**config.mk**
```make
export PLATFORM = sky130hd
export DESIGN_NAME = mult_arbiter
export DESIGN_NICKNAME = d
export VERILOG_FILES = /design/src/rtl/mult_pkg.sv /design/src/rtl/rr_arbiter2.sv /design/src/rtl/mult_arbiter.sv
export SDC_FILE = /design/constraint.sdc
export NUM_CORES = 1
export LEC_CHECK = 0
export ABC_AREA = 1
export CAP_MARGIN = 20
export CORE_UTILIZATION = 30
export DETAILED_ROUTE_END_ITERATION = 7
export HOLD_SLACK_MARGIN = 0.15
export PLACE_DENSITY = 0.69
export SETUP_SLACK_MARGIN = 0.02
export SLEW_MARGIN = 20
export SYNTH_ARGS = -nofsm -noshare
export SYNTH_HDL_FRONTEND = slang
export SYNTH_HIERARCHICAL = 1
export SYNTH_SLANG_ARGS = --single-unit
```
**constraint.sdc**
```tcl
create_clock -name clock -period 1.4 [get_ports clock]
set_input_delay 0.14 -clock clock [delete_from_list [all_inputs] [get_ports clock]]
set_output_delay 0.14 -clock clock [all_outputs]
set_load 0.03 [all_outputs]
```
**src/rtl/mult_pkg.sv**
```systemverilog
// Shared types and constants for the shift-add multiplier controller.
package mult_pkg;

  localparam int unsigned N_DEFAULT = 4;

  typedef enum logic [1:0] {
    IDLE = 2'd0,
    LOAD = 2'd1,
    RUN  = 2'd2,
    DONE = 2'd3
  } state_t;

  // Iteration counter must hold the value n itself.
  function automatic int unsigned cnt_width(input int unsigned width);
    return $clog2(width + 1);
  endfunction

endpackage

```
**src/rtl/rr_arbiter2.sv**
```systemverilog
// Two-way round-robin arbiter. The grant is combinational from req and the
// last-grant pointer; the pointer only moves when update is pulsed.
module rr_arbiter2 (
  input  logic       clock,
  input  logic       reset,
  input  logic [1:0] req,
  input  logic       update,
  input  logic       winner_in,
  output logic [1:0] grant
);

  logic last;

  // Last-grant pointer; resetting to 1 lets client 0 win the first tie.
  always_ff @(posedge clock) begin
    if (reset) begin
      last <= 1'b1;
    end else if (update) begin
      last <= winner_in;
    end
  end

  // A tie goes to the client that was not served last.
  always_comb begin
    grant = 2'b00;
    case (req)
      2'b01:   grant = 2'b01;
      2'b10:   grant = 2'b10;
      2'b11:   grant = last ? 2'b01 : 2'b10;
      default: grant = 2'b00;
    endcase
  end

endmodule

```
**src/rtl/mult_arbiter.sv**
```systemverilog
// Arbitrated controller for a shared n-bit shift-add multiplier datapath.
// Grants one of two clients, latches its operands, sequences load plus n
// add-shift/shift strobes, then captures the 2n-bit product from AQ.
module mult_arbiter
  import mult_pkg::*;
#(
  parameter int unsigned n = N_DEFAULT
) (
  input  logic           clock,
  input  logic           reset,
  input  logic [1:0]     req,
  input  logic [n-1:0]   a0,
  input  logic [n-1:0]   b0,
  input  logic [n-1:0]   a1,
  input  logic [n-1:0]   b1,
  input  logic           Q0,
  input  logic [2*n-1:0] AQ,
  output logic [n-1:0]   M,
  output logic [n-1:0]   Qin,
  output logic           load,
  output logic           add_shift,
  output logic           shift,
  output logic [1:0]     gnt,
  output logic [1:0]     done,
  output logic [2*n-1:0] product
);

  localparam int unsigned CW = cnt_width(n);

  state_t        state;
  logic [CW-1:0] cnt;
  logic [1:0]    arb_grant;
  logic          arb_update;
  logic          arb_winner;

  rr_arbiter2 u_arb (
    .clock     (clock),
    .reset     (reset),
    .req       (req),
    .update    (arb_update),
    .winner_in (arb_winner),
    .grant     (arb_grant)
  );

  // Pointer moves to the client being completed.
  always_comb begin
    arb_update = (state == DONE);
    arb_winner = gnt[1];
  end

  // Main FSM with iteration counter and operand/product registers.
  always_ff @(posedge clock) begin
    if (reset) begin
      state   <= IDLE;
      cnt     <= '0;
      gnt     <= 2'b00;
      M       <= '0;
      Qin     <= '0;
      product <= '0;
    end else begin
      case (state)
        IDLE: begin
          if (req != 2'b00) begin
            M     <= arb_grant[1] ? a1 : a0;
            Qin   <= arb_grant[1] ? b1 : b0;
            gnt   <= arb_grant;
            cnt   <= CW'(n);
            state <= LOAD;
          end
        end
        LOAD: state <= RUN;
        RUN: begin
          cnt <= cnt - CW'(1);
          if (cnt == CW'(1)) begin
            state <= DONE;
          end
        end
        DONE: begin
          // AQ already reflects the n-th shift throughout this cycle.
          product <= AQ;
          gnt     <= 2'b00;
          state   <= IDLE;
        end
        default: state <= IDLE;
      endcase
    end
  end

  // Datapath strobes and completion pulse decoded from the state.
  always_comb begin
    load      = (state == LOAD);
    add_shift = (state == RUN) && Q0;
    shift     = (state == RUN) && !Q0;
    done      = (state == DONE) ? gnt : 2'b00;
  end

endmodule
```
==> flow_summary_export.csv <==
group,metric,value,unit
power,peakVddDrop,0.000873,V
setup_path,crit_required,1260,ps
floorplanning,start_util,31.9,%
yosys,synth_edf_count,0,
flow_run,drv_cap,0,
floorplanning,core,3740,µm²
yosys,synth_warnings,6,
setup_path,cp_max_fo,6,
detailed_routing,route.detailed.drc,0,
clocking,clock_latency,270,ps
global_routing,grt_pass1_wl,4.80,mm
detailed_routing,first_pass_iters,4,
power,p_leak,0.000951,µW
floorplanning,pin_count,52,
timing,finalSetupViolCount,0,
clocking,cts_buffers,3,
floorplanning,die_y,65.0,µm
timing,tightestPinTransition,527,ps
detailed_routing,postRouteAntennaNets,0,
final_layout,antennaDiodeCount,0,
global_routing,grt_max_degree,21,
global_routing,grt_pass1_vias,1104,
yosys,syn_avg_cell_area,6.77,µm²
status,run_status,"complete, no violations",
power,power,3280,µW
clocking,ctsHtreeMaxLevel,1,
setup_path,path_class,"flip-flop to output pin",
placed_design,place.port_buffers,51,
yosys,synth_common_cells,"nor2_1 (42), nand2_1 (41), dfxtp_1 (24), inv_1 (17), o21ai_0 (16)",
placed_design,dp_cells,278,
power,power_per_cell_area,1750,nW/µm²
timing,relSlewSlack,64.9,%
detailed_routing,first_iter_violations,67,
clocking,cts.clk_slew.worst_paths,90,ps
global_routing,overflow,0,
detailed_routing,wire_per_inst,10.4,µm
final_layout,area_growth,57.8,%
placed_design,routabilityCongestion,0.723,
yosys,synth_cell_types,20,
yosys,ys_top_cells_by_area,"dfxtp_1 (40%), nor2_1 (13%), nand2_1 (13%)",
clocking,cts-root-buf,"clkbuf_8",
yosys,yosysTopAreaCell,"dfxtp_1",
detailed_routing,wl,2.94,mm
timing,finalCritPeriodShare,94.3,%
final_layout,instances_no_fill,283,
detailed_routing,vias_per_cell,4.36,
yosys,syn_area,1190,µm²
min_path,hold_class,"input port to flip-flop",
timing,maxSlewViolCount,0,
floorplanning,rows,22,
floorplanning,die_w,65.0,µm
clocking,clock_sinks,24,
detailed_routing,vias,1235,
final_layout,drive_gt1_share,12.3,%
final_layout,nets,272,
setup_path,cp-start-kind,"flip-flop",
floorplanning,die_area,4230,µm²
timing,skew,5.40,ps
placed_design,dp_hpwl,2.20,mm
yosys,async_flop_share,0,%
timing,fmax,0.758,GHz
yosys,ys_seq_area_share,40.3,%
yosys,synth_cells,176,
timing,finalHoldViolCount,0,
timing,finalHoldWorstSlack,440,ps
setup_path,worstPathArrival,1180,ps
final_layout,post-route-util,50.3,%
clocking,cts_max_path_buffers,2,
timing,rsz0062_at_grt,"true",
global_routing,grt_use_total,14.5,%
yosys,ys_seq_elements,24,
yosys,synth_most_common_cell,"nor2_1",
timing,min_period,1320,ps
yosys,synthesis.nets,212,
clocking,cts_tree,"done",
setup_path,end_kind,"output pin",
yosys,synthFlopType,"dfxtp_1",
global_routing,grt_antenna_before_repair,0,
yosys,synthDominantCellAreaShare,40.3,%
==> metal layers <==
layer | part of all wire, % | GRT usage (%) | up-vias
met4 | 0.68 | 3.26 | 0
met1 | 45 | 17.3 | 536
li1 | - | - | 662
met5 | 0 | 0 | -
met2 | 49 | 25.5 | 33
met3 | 6.1 | 4.05 | 4
==> placed cells by master (no fill, tap or decap), drive strengths merged <==
| cell | instances |
|---|---|
| inv | 19 |
| bufinv | 1 |
| clkbuf | 3 |
| dfxtp | 24 |
| ha | 7 |
| nand3b | 1 |
| dlygate4sd2 | 18 |
| xor2 | 1 |
| nand2 | 42 |
| nor2 | 42 |
| a21oi | 6 |
| buf | 15 |
| a21boi | 2 |
| clkdlybuf4s50 | 28 |
| nand3 | 9 |
| o21ai | 17 |
==> repair_timing <==
action / 4_1_cts / 5_1_grt
endpoints found under the hold margin: 0 / 0
setup endpoints to repair: 22 / 4
hold buffers: 0 / 0
buffers inserted: 0 / 1
gates resized for setup: 25 / 2
gates cloned: 0 / 0
==> registers in the layout, indices dropped and copies added (netlist names) <==
name        count
Qin             4
gnt             2
M               4
state           2
u_arb/last      1
product         8
cnt             3
==> cells by family after synthesis <==
kind of cell	synth area share (%)
and+or+nand+nor	31.1
AOI/OAI and AO/OA	11.2
buffers and inverters	9.34
DFF	40.3
adders and majority gates	7.34
xor gates and xnor gates	0.735
==> worst max-delay path, stage by stage, from the launching register on <==
cell and delay [ps]:
dfxtp_2 410, inv_4 60, ha_4 180, inv_1 70, nor2_1 40, buf_4 160
==> final cells by class <==
cell class	instances	area (µm²)
Timing Repair Buffer	61	563
Fill cell	398	1860
Clock inverter	1	30.0
Multi-Input combinational cell	127	628
Clock buffer	3	41.3
Sequential cell	24	483
Tap cell	48	60.1
Inverter	19	76.3
==> path summary, 6_finish.rpt <==
kind / start / endpoint / slack [ps] / cells past startpoint
max: state[0] / shift / 80 / 5
min: AQ[1] / product[1] / 440 / 3
max reg2reg: state[1] / M[0] / 160 / 6
min reg2reg: M[1] / M[1] / 480 / 2
==> report_power, final <==
| part | switching, µW | leakage (µW) | internal, µW |
|---|---|---|---|
| logic | 967 | 0.000717 | 645 |
| clock network | 236 | 0.0000357 | 383 |
| registers | 152 | 0.000198 | 902 |
==> stage by stage <==
step,TNS [ps],cell area [µm²],worst slack (ps)
floorplan,0,1190,109
global placement,-81.7,1790,-16.0
detailed placement,-311,1790,-48.6
CTS,0,1870,38.7
global route,0,1880,22.9
finish,0,1880,80.5
Power figures use the tool's default switching activity.
